### config.mk
export PLATFORM = sky130hd
export DESIGN_NAME = mac_sequencer
export DESIGN_NICKNAME = d
export VERILOG_FILES = /design/src/rtl/mac_pkg.sv /design/src/rtl/mac_sequencer_adder.sv /design/src/rtl/mac_sequencer.sv
export SDC_FILE = /design/constraint.sdc
export NUM_CORES = 1
export LEC_CHECK = 0
export ABC_AREA = 1
export BUFFER_PORTS_ARGS = -buffer_cell sky130_fd_sc_hd__buf_2
export CORE_ASPECT_RATIO = 0.9
export CORE_MARGIN = 2
export CORE_UTILIZATION = 35
export CTS_CLUSTER_DIAMETER = 80
export DETAILED_ROUTE_END_ITERATION = 6
export GPL_TIMING_DRIVEN = 0
export PLACE_DENSITY = 0.61
export SYNTH_ARGS = -nofsm -noshare
export SYNTH_HDL_FRONTEND = slang
export SYNTH_SLANG_ARGS = --single-unit
### constraint.sdc
create_clock -name clk -period 7.74 [get_ports clk]
set_input_delay 1.161 -clock clk [delete_from_list [all_inputs] [get_ports clk]]
set_output_delay 1.161 -clock clk [all_outputs]
set_load 0.02 [all_outputs]
### src/rtl/mac_pkg.sv
// Shared types and sizing for the iterative shift-and-add MAC sequencer.
package mac_pkg;

    localparam int MAC_OP_W  = 16;
    localparam int MAC_ACC_W = 32;
    localparam int CNT_W     = $clog2(MAC_OP_W);

    typedef enum logic [1:0] {
        IDLE = 2'd0,
        MUL  = 2'd1,
        ACC  = 2'd2,
        DONE = 2'd3
    } mac_state_t;

endpackage

### src/rtl/mac_sequencer_adder.sv
// Plain combinational ripple adder shared by the MAC datapath; carry out flags wrap.
module mac_sequencer_adder #(
    parameter int WIDTH = 32
) (
    input  logic [WIDTH-1:0] a,
    input  logic [WIDTH-1:0] b,
    output logic [WIDTH-1:0] sum,
    output logic             cout
);

    assign {cout, sum} = {1'b0, a} + {1'b0, b};

endmodule

### src/rtl/mac_sequencer.sv
// Iterative multiply-accumulate controller: one partial product per cycle, one shared adder.
// Optional MAC_SAT_EN: accumulator saturates to all-ones on overflow instead of wrapping.
module mac_sequencer
    import mac_pkg::*;
#(
    parameter int OP_W  = MAC_OP_W,
    parameter int ACC_W = MAC_ACC_W
) (
    input  logic             clk,
    input  logic             rst,
    input  logic             in_valid,
    output logic             in_ready,
    input  logic [OP_W-1:0]  in_a,
    input  logic [OP_W-1:0]  in_b,
    input  logic             in_clr,
    output logic             out_valid,
    input  logic             out_ready,
    output logic [ACC_W-1:0] acc_out,
    output logic             ovf
);

    mac_state_t       state;
    mac_state_t       state_nxt;
    logic [ACC_W-1:0] acc;
    logic [ACC_W-1:0] prod;
    logic [ACC_W-1:0] mcand;
    logic [OP_W-1:0]  mplier;
    logic [CNT_W-1:0] count;
    logic             clr_q;

    logic [ACC_W-1:0] add_a;
    logic [ACC_W-1:0] add_b;
    logic [ACC_W-1:0] add_sum;
    logic             add_cout;
    logic [ACC_W-1:0] base;
    logic             last_iter;

    assign base      = clr_q ? '0 : acc;
    assign last_iter = (count == CNT_W'(OP_W - 1));
    assign acc_out   = acc;

    // The adder belongs to whichever path the state selects; idle states park it at zero.
    always_comb begin
        add_a = '0;
        add_b = '0;
        case (state)
            MUL: begin
                add_a = prod;
                add_b = mcand;
            end
            ACC: begin
                add_a = base;
                add_b = prod;
            end
            default: ;
        endcase
    end

    mac_sequencer_adder #(
        .WIDTH(ACC_W)
    ) u_adder (
        .a   (add_a),
        .b   (add_b),
        .sum (add_sum),
        .cout(add_cout)
    );

    always_comb begin
        state_nxt = state;
        in_ready  = 1'b0;
        out_valid = 1'b0;
        case (state)
            IDLE: begin
                in_ready = 1'b1;
                if (in_valid) state_nxt = MUL;
            end
            MUL: begin
                if (last_iter) state_nxt = ACC;
            end
            ACC: begin
                state_nxt = DONE;
            end
            DONE: begin
                out_valid = 1'b1;
                if (out_ready) state_nxt = IDLE;
            end
            default: state_nxt = IDLE;
        endcase
    end

    always_ff @(posedge clk or posedge rst) begin
        if (rst) state <= IDLE;
        else     state <= state_nxt;
    end

    // Carry out of the ACC-cycle addition is exactly the "sum wrapped below base" case.
    always_ff @(posedge clk or posedge rst) begin
        if (rst) begin
            acc    <= '0;
            prod   <= '0;
            mcand  <= '0;
            mplier <= '0;
            count  <= '0;
            clr_q  <= 1'b0;
            ovf    <= 1'b0;
        end else begin
            case (state)
                IDLE: begin
                    if (in_valid) begin
                        mcand  <= ACC_W'(in_a);
                        mplier <= in_b;
                        clr_q  <= in_clr;
                        prod   <= '0;
                        count  <= '0;
                    end
                end
                MUL: begin
                    if (mplier[0]) prod <= add_sum;
                    mcand  <= mcand << 1;
                    mplier <= mplier >> 1;
                    count  <= count + 1'b1;
                end
                ACC: begin
`ifdef MAC_SAT_EN
                    acc <= add_cout ? '1 : add_sum;
`else
                    acc <= add_sum;
`endif
                    ovf <= (clr_q ? 1'b0 : ovf) | add_cout;
                end
                default: ;
            endcase
        end
    end

endmodule
==> impl_metrics.yaml, run 1 <==
power:
  pwr-share-clk: 0.253
  peakVddDrop_uv: 270.7
  seqPwrFrac: 0.288
  power_frac_comb: 0.459
  p_total_mw: 3.246
  p_int_mw: 1.678
  p_leak_nw: 5.009
  pwr_density_cell_nw_per_um2: 341.0
  p_sw_mw: 1.567
  p_sw_frac: 0.4829
logic_synthesis:
  async_flop_share: 1.000
  synth_top_area_cell: "dfrtp_1"
  postSynthCellCount: 1243
  synth-seq-cells: 120
  synth_area_leaders: "dfrtp_1 (37%), nand2_1 (23%), inv_1 (6.6%), nand3_1 (6.1%), ha_1 (6.0%)"
  synth.distinct_cells: 32
  syn-num-nets: 1320
  yosys_warnings: 0
  synth_top_flop_cell: "dfrtp_1"
  synth_top_area_share: 0.3682
  synth_area_um2: 8157
  ys_seq_area_frac: 0.3682
  syn_area_per_cell_um2: 6.562
  synth_edf_count: 0
critical_path:
  crit_family: "buffers and inverters"
  startpoint_type: "register"
  cp_data_arrival_time_ps: 4090
  cp_slowest_cell: "clkbuf_1"
  cp_max_fo: 10
  path_buf_inv: 5
  crit_path_cell_trace: "inv_1, ha_1, inv_1, clkbuf_1, clkbuf_1, a21oi_1, ha_1, nand2_1, inv_1, a21oi_1, nand3_1, nand2_1, nand3_1, nand3_1, nand2_1"
  critPathKind: "reg2reg"
  cp.required_ps: 8050
  max_stage_delay_ps: 650
  crit_path_end_kind: "register"
grt:
  grt_overflow: 0
  grt_usage: 0.2191
  grt_pass1_vias: 7714
  grt_pass1_wl_mm: 41.07
  antenna_found_initial: 0
  grt_start_max_net_pins: 89
clock_tree:
  cts_hold_buffers: 0
  cts_setup_buffers: 0
  insertion_delay_ps: 430
  cts_made_buffers: 17
  tritoncts: "built"
  cts-root-buf: "clkbuf_16"
  clkTransAtPathRegs_ps: 60
  cts_resized: 0
  cts_max_path_buffers: 2
  clock-sinks: 120
  htree_levels: 4
timing:
  fmax_mhz: 264.5
  hold_viol: 0
  setup_viol: 0
  slew_violations: 0
  fin_crit_ps: 3780
  rsz0062_at_grt: "false"
  worstMarginPinSlew_ps: 790.2
  fin_setup_tns_ps: 0
  skew_ps: 10.96
  slew_headroom: 0.4732
  fin_crit_sh: 0.4884
  holdWs_ps: 490.0
floorplanning:
  core_um2: 22710
  initial_core_util: 0.3592
  die_h_um: 148.8
  rows: 52
  die_w_um: 164.9
  die_area_um2: 24540
  io_pins: 72
min_path:
  hp-class: "reg2reg"
finish:
  stdcell_count: 1644
  fin_area_um2: 9519
  area_delta_synth_final_pct: 16.71
  drive_above_1_share: 0.09131
  antenna_cells: 0
  ff_latch_area_um2: 3003
  fillers: 2407
  nets: 1411
  multiInputGateArea_um2: 4374
drt:
  drt-pass1-iter-count: 7
  viasPerCell: 5.059
  wl_per_cell_um: 15.92
  finalWirelength_mm: 26.17
  ant_nets: 0
  post-route-drc-count: 0
  drt_iter0_markers: 739
  vias: 8317
placed_design:
  port_buffers: 71
  routabilityCongestion: 0.9497
  place_inst: 1612
  hpwl_mm: 19.90
  placed_area_um2: 8916
outcome:
  status: "complete, no violations"
run:
  drv_cap: 0
[metal layers]
layer,GRT usage,up-vias,wire length [µm],part of all wire
li1,-,4138,-,-
met1,0.3206,3870,12640,0.48
met2,0.3268,276,11140,0.43
met3,0.04254,33,1851,0.071
met4,0.06609,0,539,0.021
met5,0,-,0,0
[path summary, 6_finish.rpt]
check                      startpoint          end  slack [ps]  cells after the start
hold / removal              mcand[26]    mcand[26]         490                      2
setup / recovery             state[0]  acc_out[28]        3960                     15
min in group asynchronous         rst    mcand[30]         700                      2
max in group asynchronous         rst   acc_out[6]        6300                      3
setup reg to reg             state[0]  acc_out[28]        3960                     15
hold reg to reg             mcand[26]    mcand[26]         490                      2
[through the flow]
step                      setup slack [ps]    util
after floorplan                       3393       -
after global placement                1703  0.3912
after detailed placement              4149  0.3927
after CTS                             4111  0.4192
after global routing                  3696  0.4192
final                                 3960  0.4192
[final cells by class]
| type | instances | area share |
|---|---|---|
| multi-input combinational | 923 | 0.4595 |
| sequential | 120 | 0.3155 |
| inverter | 148 | 0.05941 |
| clock buffer | 17 | 0.04469 |
| timing repair buffer | 72 | 0.04022 |
| tap | 297 | 0.03904 |
| buffer | 52 | 0.02300 |
| clock inverter | 15 | 0.01866 |
[cell usage after synthesis (2+ instances only)]
master	count
o31ai_1	2
nor2_1	64
nand3b_1	3
o21ai_0	57
a31oi_1	15
xor2_1	3
clkinv_1	2
xnor2_1	10
buf_2	10
clkbuf_1	30
dfrtp_1	120
o21bai_1	3
nor3_1	7
nand2_1	506
nand4_1	3
a21oi_1	89
ha_1	39
o211ai_1	16
nand3_1	99
buf_1	10
inv_1	143
inv_2	2
[worst reg2reg max path: cells and delay by family, from the launching register on]
kind	cells	cell delay (ps)
AO/OA/AOI/OAI	2	370
adder cells (fa/ha/maj)	2	690
AND/OR/NAND/NOR	6	910
flip-flops	1	400
buffers and inverters	5	1300
[power groups by stage]
stage | logic, mW | clock network, mW | registers (mW)
final | 1.49 | 0.820 | 0.936
after global routing | 1.63 | 0.862 | 0.959
after detailed placement | 1.47 | 0 | 0.943
after global placement | 1.45 | 0 | 0.940
after floorplan | 0.941 | 0 | 0.943
after CTS | 1.48 | 0.834 | 0.935
[flip-flops by register name, indices dropped and copies added (netlist names)]
register and cells:
count 4, mcand 32, state 2, mplier 16, prod 32, acc_out 32, clr_q 1, ovf 1
[placed cells by master (no fill, tap or decap), types with 17 or more instances in the layout]
| master | netlist | routed |
|---|---|---|
| nand3_1 | 99 | 99 |
| o21ai_0 | 57 | 57 |
| inv_1 | 143 | 142 |
| nand2_1 | 506 | 506 |
| dfrtp_1 | 120 | 120 |
| a21oi_1 | 89 | 89 |
| clkbuf_1 | 30 | 30 |
| ha_1 | 39 | 39 |
| nor2_1 | 64 | 64 |
| clkbuf_16 | 0 | 17 |
| buf_2 | 10 | 81 |
[cells by family (layout without fill, tap and decap cells)]
logic type	after synthesis	after routing	synth area share
and+or+nand+nor	684	684	0.3346
buffers and inverters	200	304	0.09557
AOI/OAI and AO/OA	186	186	0.1255
DFF	120	120	0.3682
adders and majority gates	40	40	0.06228
xor gates and xnor gates	13	13	0.01396
(Power assumes the default switching activity.)
==> run 2: changes to the inputs <==
clock period = 3.7 ns   (was 7.74 ns; I/O delays follow)
==> run 2 against run 1 <==
  * Via count fell by 0.34%
  * Utilization increased by 0.17 points
  * Worst hold slack worse by 350 ps
  * Combinational power up 110%
  * Die area stayed put
  * Count of clock-buffer cells in the layout unchanged
  * Sequential share of layout area decreased by 0.13 points
  * Total power is 110% higher
  * Non-clock buffer count rose by 1
==> impl_metrics.yaml, run 2 (synthesis gave the netlist of run 1 again) <==
timing:
  slew_headroom: 0.4976
  worstMarginPinSlew_ps: 753.7
  slew_violations: 0
  fin_crit_ps: 3459
  setup_viol: 0
  skew_ps: 9.846
  fmax_mhz: 289.1
  final.setup.worst_slack_ps: 240.9
  hold_viol: 0
  holdWs_ps: 144.2
  fin_crit_sh: 0.9349
drt:
  post-route-drc-count: 0
  vias: 8289
  finalWirelength_mm: 26.15
  drt-pass1-iter-count: 6
  viasPerCell: 5.039
  ant_nets: 0
  wl_per_cell_um: 15.90
  drt_iter0_markers: 826
min_path:
  hp-class: "in2async"
clock_tree:
  htree_levels: 4
  clkTransAtPathRegs_ps: 60
  cts_made_buffers: 17
  insertion_delay_ps: 430
  cts-root-buf: "clkbuf_16"
  cts_resized: 0
  cts_max_path_buffers: 2
  clock-sinks: 120
  tritoncts: "built"
  cts_setup_buffers: 0
  cts_hold_buffers: 0
finish:
  fillers: 2401
  fin_area_um2: 9558
  final_cell_mix: "nand2_1 (506), inv_1 (142), dfrtp_1 (120), nand3_1 (99), a21oi_1 (89)"
  ff_latch_area_um2: 3003
  drive_above_1_share: 0.1024
  antenna_cells: 0
  area_delta_synth_final_pct: 17.18
  nets: 1412
  multiInputGateArea_um2: 4374
  final_common_cell: "nand2_1"
grt:
  grt_pass1_vias: 7834
  grt_overflow: 0
  antenna_found_initial: 0
  grt_usage: 0.2222
  grt_pass1_wl_mm: 42.05
  grt_start_max_net_pins: 39
critical_path:
  startpoint_type: "register"
  crit_path_cell_trace: "inv_1, ha_1, buf_2, buf_1, nand2_1, a21oi_1, ha_1, nand2_1, inv_1, nand2_1, nand2_1, inv_1, nand3_1, nand2_1, nand4_1, nand3_1, nand2_1"
  cp_max_fo: 10
  path_buf_inv: 5
  cp_slowest_cell: "dfrtp_1"
  max_stage_delay_ps: 410
  path_common_cell: "nand2_1"
  crit_family: "simple AND/OR/NAND/NOR gates"
  r2r_slack_ps: 240
  cp.required_ps: 4010
  critPathKind: "reg2reg"
  cp_data_arrival_time_ps: 3770
  crit_path_end_kind: "register"
floorplanning:
  die_h_um: 148.8
  initial_core_util: 0.3592
  die_w_um: 164.9
  rows: 52
  io_pins: 72
  core_um2: 22710
  die_area_um2: 24540
run:
  drv_cap: 0
outcome:
  status: "complete, no violations"
placed_design:
  place_ws_ps: 112.1
  port_buffers: 71
  routabilityCongestion: 0.9440
  hpwl_mm: 20.21
  placed_area_um2: 8947
power:
  peakVddDrop_uv: 460.4
  p_leak_nw: 5.063
  pwr_density_cell_nw_per_um2: 713.2
run 2: cell count changes in the layout (fill, tap and decap cells not counted), sizes merged:
cell / delta
clkbuf: +4
buf: -3
clkinv: -1
inv: +1
run 2: where the power goes:
group          internal, mW  leakage [nW]  switching [mW]  total, mW
logic                 0.826          3.18            2.31       3.13
clock network          1.02         0.297           0.707       1.72
registers              1.69          1.59           0.270       1.96
run 2: final timing paths:
path                            startpoint     endpoint  cells past startpoint
worst max-delay path              state[1]  acc_out[26]                     17
worst max register to register    state[1]  acc_out[26]                     17
worst min-delay path                   rst   mplier[11]                      2
min in group clk                   in_a[0]     mcand[0]                      2
worst min register to register   mcand[21]    mcand[21]                      2
max in group asynchronous              rst  acc_out[21]                      4
run 2: final cells by class:
class / instances / share of cell area
timing repair buffer: 74 / 0.04346
inverter: 148 / 0.05904
clock buffer: 17 / 0.04451
sequential: 120 / 0.3142
tap: 297 / 0.03888
multi-input combinational: 923 / 0.4577
clock inverter: 15 / 0.01807
buffer: 51 / 0.02422
run 2: layer usage:
layer | track usage | vias to the layer above | wire length (µm)
met5 | 0 | - | 0
met4 | 0.06826 | 0 | 553
met1 | 0.3239 | 3863 | 12620
met2 | 0.3391 | 258 | 11340
li1 | - | 4136 | -
met3 | 0.03364 | 32 | 1638
run 2: per-stage QoR:
stage                     cells    util  TNS (ps)  power [mW]
after floorplan            1243       -         0       3.941
after CTS                  1646  0.4204         0       6.802
after global routing       1645  0.4209   -0.1843       7.264
after global placement     1611  0.3914         0       5.008
final                      1645  0.4209         0       6.817
after detailed placement   1614  0.3940         0       5.060
